**config.mk**
```make
export PLATFORM = sky130hd
export DESIGN_NAME = serial_subtractor
export DESIGN_NICKNAME = d
export VERILOG_FILES = /design/src/rtl/serial_subtractor_pkg.sv /design/src/rtl/full_subtractor.sv /design/src/rtl/serial_subtractor.sv
export SDC_FILE = /design/constraint.sdc
export NUM_CORES = 1
export LEC_CHECK = 0
export ABC_AREA = 1
export CORE_ASPECT_RATIO = 1.5
export CORE_UTILIZATION = 45
export DETAILED_ROUTE_END_ITERATION = 8
export PLACE_DENSITY_LB_ADDON = 0.15
export SLEW_MARGIN = 20
export SYNTH_ARGS = -nofsm -noshare
export SYNTH_HDL_FRONTEND = slang
export SYNTH_SLANG_ARGS = --single-unit
```
**constraint.sdc**
```tcl
create_clock -name clk -period 1.7 [get_ports clk]
set_input_delay 0.34 -clock clk [delete_from_list [all_inputs] [get_ports clk]]
set_output_delay 0.34 -clock clk [all_outputs]
set_load 0.005 [all_outputs]
```
**src/rtl/serial_subtractor_pkg.sv**
```systemverilog
// Shared definitions for the bit-serial subtractor: FSM state encodings and
// the default operand width.
package serial_subtractor_pkg;

  // Operation phases: waiting for start, shifting one bit per cycle, and
  // the single-cycle result-valid phase.
  typedef enum logic [1:0] {
    IDLE  = 2'd0,
    SHIFT = 2'd1,
    DONE  = 2'd2
  } state_t;

  localparam int DEFAULT_WIDTH = 8;

endpackage

```
**src/rtl/full_subtractor.sv**
```systemverilog
// One-bit full subtractor: computes A - B - bin and the outgoing borrow.
// Purely combinational.
module full_subtractor (
  input  logic A,
  input  logic B,
  input  logic bin,
  output logic diff,
  output logic bout
);

  // A borrow leaves this bit when B exceeds A, or when they match and a
  // borrow came in from the bit below.
  always_comb begin
    diff = A ^ B ^ bin;
    bout = (~A & B) | (~(A ^ B) & bin);
  end

endmodule

```
**src/rtl/serial_subtractor.sv**
```systemverilog
// Bit-serial subtractor: computes A - B modulo 2^WIDTH one bit per clock,
// LSB first, through a single full_subtractor cell.
// Optional feature: define SERIAL_SUBTRACTOR_OVF_EN to add the signed
// overflow output ovf.
module serial_subtractor
  import serial_subtractor_pkg::*;
#(
  parameter int WIDTH = DEFAULT_WIDTH
) (
  input  logic             clk,
  input  logic             rst,
  input  logic             start,
  input  logic [WIDTH-1:0] A,
  input  logic [WIDTH-1:0] B,
  output logic             busy,
  output logic             done,
  output logic [WIDTH-1:0] diff,
`ifdef SERIAL_SUBTRACTOR_OVF_EN
  output logic             bout,
  output logic             ovf
`else
  output logic             bout
`endif
);

  // The counter gets one spare bit so it can represent WIDTH without wrapping.
  localparam int CW = $clog2(WIDTH) + 1;
  localparam logic [CW-1:0] LAST = CW'(WIDTH - 1);

  state_t           state;
  logic [WIDTH-1:0] areg;
  logic [WIDTH-1:0] breg;
  logic             borrow;
  logic [CW-1:0]    count;
  logic             bitdiff;
  logic             bitborrow;
`ifdef SERIAL_SUBTRACTOR_OVF_EN
  logic             amsb;
  logic             bmsb;
`endif

  full_subtractor u_cell (
    .A    (areg[0]),
    .B    (breg[0]),
    .bin  (borrow),
    .diff (bitdiff),
    .bout (bitborrow)
  );

  // Sequencer: capture operands on start, shift WIDTH bits through the cell,
  // then publish done/bout for one cycle before returning to idle.
  always_ff @(posedge clk or posedge rst) begin
    if (rst) begin
      state  <= IDLE;
      busy   <= 1'b0;
      done   <= 1'b0;
      diff   <= '0;
      bout   <= 1'b0;
      borrow <= 1'b0;
      count  <= '0;
      areg   <= '0;
      breg   <= '0;
`ifdef SERIAL_SUBTRACTOR_OVF_EN
      ovf    <= 1'b0;
      amsb   <= 1'b0;
      bmsb   <= 1'b0;
`endif
    end else begin
      case (state)
        IDLE: begin
          done <= 1'b0;
          if (start) begin
            areg   <= A;
            breg   <= B;
            borrow <= 1'b0;
            count  <= '0;
            busy   <= 1'b1;
            state  <= SHIFT;
`ifdef SERIAL_SUBTRACTOR_OVF_EN
            amsb   <= A[WIDTH-1];
            bmsb   <= B[WIDTH-1];
`endif
          end
        end
        SHIFT: begin
          diff   <= {bitdiff, diff[WIDTH-1:1]};
          areg   <= areg >> 1;
          breg   <= breg >> 1;
          borrow <= bitborrow;
          count  <= count + 1'b1;
          if (count == LAST) begin
            busy  <= 1'b0;
            state <= DONE;
          end
        end
        DONE: begin
          done  <= 1'b1;
          bout  <= borrow;
`ifdef SERIAL_SUBTRACTOR_OVF_EN
          ovf   <= (amsb != bmsb) && (diff[WIDTH-1] != amsb);
`endif
          state <= IDLE;
        end
        default: begin
          busy  <= 1'b0;
          done  <= 1'b0;
          state <= IDLE;
        end
      endcase
    end
  end

endmodule

```
==> results of run 1 <==
tightest hold or removal path: cells and delay by family:
family / cells / cell delay [ns]
buf+inv: 3 / 0.81
registers in the layout, summed over array words and instances (netlist names):
register,flops
areg,8
breg,8
diff,8
count,4
state,2
borrow,1
bout,1
busy,1
done,1
cells by family after synthesis:
kind of cell             Yosys count  synth area share
AND/OR/NAND/NOR                  108             0.311
AO/OA/AOI/OAI                      7            0.0236
XOR/XNOR                           1           0.00590
adder cells (fa/ha/maj)            2            0.0219
buffers and inverters             18            0.0649
flip-flops                        34             0.573
cells in the mapped netlist:
| master | instances | area share |
|---|---|---|
| o21ai_0 | 5 | 0.017 |
| nor2_1 | 2 | 0.0051 |
| ha_1 | 1 | 0.0084 |
| xnor2_1 | 1 | 0.0059 |
| nand4_1 | 1 | 0.0042 |
| inv_2 | 2 | 0.0051 |
| o21ai_1 | 1 | 0.0034 |
| clkbuf_8 | 1 | 0.0093 |
| inv_1 | 8 | 0.020 |
| nor2_4 | 1 | 0.0076 |
| fa_1 | 1 | 0.013 |
| dfrtp_1 | 34 | 0.57 |
| buf_4 | 4 | 0.020 |
| nand3_1 | 37 | 0.12 |
| buf_2 | 3 | 0.010 |
| a21oi_1 | 1 | 0.0034 |
| nand2_1 | 67 | 0.17 |
final timing paths:
check / slack [ns] / endpoint / cells past startpoint
max: 0.17 / diff[4] / 1
min: 0.43 / diff[4] / 3
max reg2reg: 0.44 / diff[5] / 4
min reg2reg: 0.48 / diff[0] / 2
max in group asynchronous: 0.96 / diff[1] / 3
min in group clk: 0.48 / diff[0] / 2
placed cells by master (no fill, tap or decap):
master / instances
a21oi_1: 1
inv_1: 8
clkbuf_8: 6
nor2_1: 2
clkdlybuf4s50_1: 29
dfrtp_1: 34
o21ai_1: 1
fa_1: 1
nand3_1: 37
nand2_1: 67
xnor2_1: 1
o21ai_0: 5
nor2_4: 1
ha_1: 1
nand4_1: 1
inv_2: 2
buf_4: 5
area by class of cell:
class | instances | area [um2] | share of cell area
timing repair buffer | 34 | 328 | 0.174
multi-input combinational | 118 | 538 | 0.285
sequential | 34 | 851 | 0.451
inverter | 10 | 37.5 | 0.0199
clock buffer | 6 | 82.6 | 0.0438
tap | 40 | 50.0 | 0.0265
through the flow:
| stage | setup slack, ns | instances | total power, W | utilization | cell area (um2) |
|---|---|---|---|---|---|
| 3_3_place_gp | 0.294 | 236 | 0.00250 | 0.571 | 1800 |
| 2_1_floorplan | 0.610 | 170 | 0.00211 | - | 1490 |
| 5_1_grt | 0.124 | 242 | 0.00338 | 0.597 | 1890 |
| 4_1_cts | 0.155 | 242 | 0.00315 | 0.597 | 1890 |
| 3_5_place_dp | 0.261 | 236 | 0.00256 | 0.571 | 1800 |
| 6_report | 0.173 | 242 | 0.00310 | 0.597 | 1890 |
power by group:
part	internal (W)	total [W]	switching (W)	leakage, nW
clock	0.000312	0.000579	0.000267	0.0431
sequential	0.00114	0.00136	0.000223	0.434
combinational	0.000547	0.00117	0.000618	0.458
total	0.00200	0.00310	0.00111	0.935
metal layers:
metal,wire [um],track usage
met5,0,0
met4,54,0.0882
met3,129,0.0629
met2,1460,0.360
met1,1240,0.214
==> results.yml, run 1 <==
outcome:
  status: "completed"
clock_network:
  clock_latency_ns: 0.29
  cts_inserted_buffers: 5
  post_cts_resized: 0
  cts.sinks: 34
  path_clk_slew_ns: 0.06
  clk_path_buf_depth: 2
  htree_levels: 2
  cts_tree: "yes"
  root_buffer: "clkbuf_8"
  cts_hold_buf: 0
  cts_setup_buffers: 0
placement:
  gp_congestion: 0.716
  portBuffers: 29
  dp_hpwl_um: 1940
worst_setup_path:
  cp-end-kind: "output pin"
  critPathMaxStageDelay_ns: 0.51
  regToRegStartpoint: "state[0]"
  critPathTopFamily: "buffers and inverters"
  slowest_stage: "clkdlybuf4s50_1"
  critPathBufInv: 1
  critPathMaxFanout: 3
  cp_cell_sequence: "clkdlybuf4s50_1"
  crit_start: "diff[4]"
  cp_data_arrival_time_ns: 1.19
  critPathKind: "reg2out"
  worstPathRequired_ns: 1.36
  startpoint_type: "register"
yosys:
  syn_inst: 170
  yosysUniqueCellTypes: 17
  postSynthAreaPerCell_um2: 8.74
  ys_ff_latch: 34
  syn-num-nets: 191
  synth_seq_area_share: 0.573
  syn_area_um2: 1490
  yosysWarnings: 0
cells_and_area:
  n_antenna_cell: 0
  nFillCells: 297
  area_growth_pct: 27.0
  drive_above_1_share: 0.0693
  nets: 224
floorplanning:
  pin_count: 30
  start_util: 0.470
  core_area_um2: 3160
  die_w_um: 48.9
  rows: 25
  die_area_um2: 3540
  die_h_um: 72.4
sta:
  holdWs_ns: 0.432
  tns_ns: 0
  fin_crit_ns: 1.53
  relSlewSlack: 0.716
  report.final.setup_viol: 0
  rsz0062_at_grt: "false"
  drv_slew: 0
  worst_pin_slew_ns: 0.425
  final.setup_skew_ns: 0.00394
  hold_viol: 0
  max_freq_mhz: 655
  min_period_over_period: 0.898
detailed_routing:
  vias: 1211
  via_per_inst: 5.00
  ant_nets: 0
  wire_per_inst_um: 11.9
  drt_pass1_iterations: 5
  drtIter0Drc: 43
  route.final.wire_length_um: 2890
  drcViolationCount: 0
global_routing:
  grt_pass1_wl_um: 5240
  grt_pass1_vias: 1222
  grtUsageTotal: 0.200
  antenna_found_initial: 0
  overflow: 0
  grt_max_degree: 35
pwr:
  power.density_nw_per_um2: 1650
  leakage_nw: 0.935
  peakVddDrop_mv: 1.00
worst_hold_path:
  min_path_type: "in2async"
flow_run:
  cap_violations: 0
No activity file was read; power rests on OpenSTA's default activity.
==> inputs of run 2 (changes only) <==
Settings changed: SKIP_CTS_REPAIR_TIMING from default to 1.
==> results of run 2 <==
Same layout as run 1: the final DEF is identical, and so are final timing and power.
==> inputs of run 3 (changes only) <==
Clock period 1.7 ns to 1.4 ns, I/O delays scaled along.
==> run 3 against run 2 <==
  * Register-to-register slack got worse by 0.18 ns
  * Global-route usage is 1.2 points lower
  * Setup slack improved by 0.084 ns
  * Critical path depth is 4 higher
  * Sequential power grew 19%
  * Clock power grew 28%
  * Combinational power rose by 40%
  * Highest routed layer unchanged
==> results.yml, run 3 (same netlist as run 1, synthesis figures left out) <==
sta:
  drv_slew: 0
  report.final.setup_viol: 0
  rsz0062_at_grt: "false"
  setup_ws_ns: 0.257
  tns_ns: 0
  final.setup_skew_ns: 0.00546
  max_freq_mhz: 875
  worst_pin_slew_ns: 0.292
  fin_crit_ns: 1.14
  relSlewSlack: 0.805
  min_period_over_period: 0.817
  hold_viol: 0
detailed_routing:
  vias: 1264
  wire_per_inst_um: 11.7
  drtIter0Drc: 31
  ant_nets: 0
  route.final.wire_length_um: 2940
  via_per_inst: 5.02
  drcViolationCount: 0
  drt_pass1_iterations: 4
cells_and_area:
  nets: 232
  layout_commonest_cell: "nand2_1"
  n_antenna_cell: 0
  top_regs: "areg (8), breg (8), diff (8)"
  fin_area_um2: 2030
  area_growth_pct: 36.9
  drive_above_1_share: 0.108
  final_cell_mix: "nand2_1, nand3_1, dfrtp_1"
  fin_cells: 252
worst_hold_path:
  min_path_type: "in2async"
global_routing:
  antenna_found_initial: 0
  overflow: 0
  grt_pass1_vias: 1164
  grt_max_degree: 35
  grtUsageTotal: 0.189
  grt_pass1_wl_um: 5080
clock_network:
  htree_levels: 2
  path_clk_slew_ns: 0.07
  cts.sinks: 34
  clk_path_buf_depth: 2
  cts_tree: "yes"
  cts_inserted_buffers: 5
  clock_latency_ns: 0.28
  root_buffer: "clkbuf_8"
pwr:
  leakage_nw: 1.14
  peakVddDrop_mv: 1.24
  power.density_nw_per_um2: 1970
floorplanning:
  die_w_um: 48.9
  rows: 25
  die_h_um: 72.4
  core_area_um2: 3160
  start_util: 0.470
  pin_count: 30
  die_area_um2: 3540
placement:
  gp_congestion: 0.699
  portBuffers: 29
  pre_cts_ws_ns: 0.00727
  dp_hpwl_um: 1920
  placed_cells: 235
  placed_area_um2: 1850
worst_setup_path:
  cp_data_arrival_time_ns: 1.36
  cp-end-kind: "register"
  critPathMaxFanout: 16
  worstPathRequired_ns: 1.62
  critPathKind: "reg2reg"
  startpoint_type: "register"
outcome:
  status: "completed"
flow_run:
  cap_violations: 0
[run 3: changes by cell type in the layout (fill, tap and decap cells not counted)]
| cell | previous run | this run |
|---|---|---|
| clkdlybuf4s50_1 | 29 | 18 |
| buf_12 | 0 | 4 |
| buf_4 | 5 | 9 |
| dlymetal6s2s_1 | 0 | 11 |
| clkbuf_1 | 0 | 1 |
| clkinv_2 | 0 | 1 |
[run 3: cell type report]
cell class                 count  area, um2
multi-input combinational    118        538
tap                           40       50.0
sequential                    34        851
clock inverter                 1       5.00
timing repair buffer          42        465
fill                         260       1130
clock buffer                   7       86.3
inverter                      10       37.5
[run 3: metal layers]
layer | global-route usage | vias up | routed length (um)
met5 | 0 | - | 0
met4 | 0.0882 | 0 | 57
met3 | 0.0440 | 6 | 134
met2 | 0.321 | 34 | 1450
met1 | 0.225 | 600 | 1300
li1 | - | 624 | -
[run 3: metrics by stage]
step	hold slack (ns)	utilization	total power, W
4_1_cts	0.347	0.613	0.00394
6_report	0.341	0.644	0.00401
2_1_floorplan	0.390	-	0.00256
3_5_place_dp	0.461	0.585	0.00318
3_3_place_gp	0.452	0.585	0.00311
5_1_grt	0.386	0.644	0.00431
[run 3: critical path: stages (launching register included)]
cell and delay, ns:
dfrtp_1 0.39, inv_1 0.13, nand3_1 0.14, inv_2 0.25, nand2_1 0.10, nand3_1 0.07
[run 3: final timing paths]
kind                       startpoint  slack (ns)  cells past startpoint  endpoint
max                          state[0]        0.26                      5   breg[3]
min                               rst        0.34                      3   diff[4]
max reg2reg                  state[0]        0.26                      5   breg[3]
min reg2reg                   breg[1]        0.50                      2   breg[0]
max in group asynchronous         rst        0.89                      3  state[1]
min in group clk              breg[1]        0.50                      2   breg[0]
[run 3: where the power goes]
| part | internal, W | total (W) | switching (W) |
|---|---|---|---|
| logic | 0.000818 | 0.00164 | 0.000826 |
| clock network | 0.000397 | 0.000739 | 0.000342 |
| registers | 0.00138 | 0.00162 | 0.000244 |
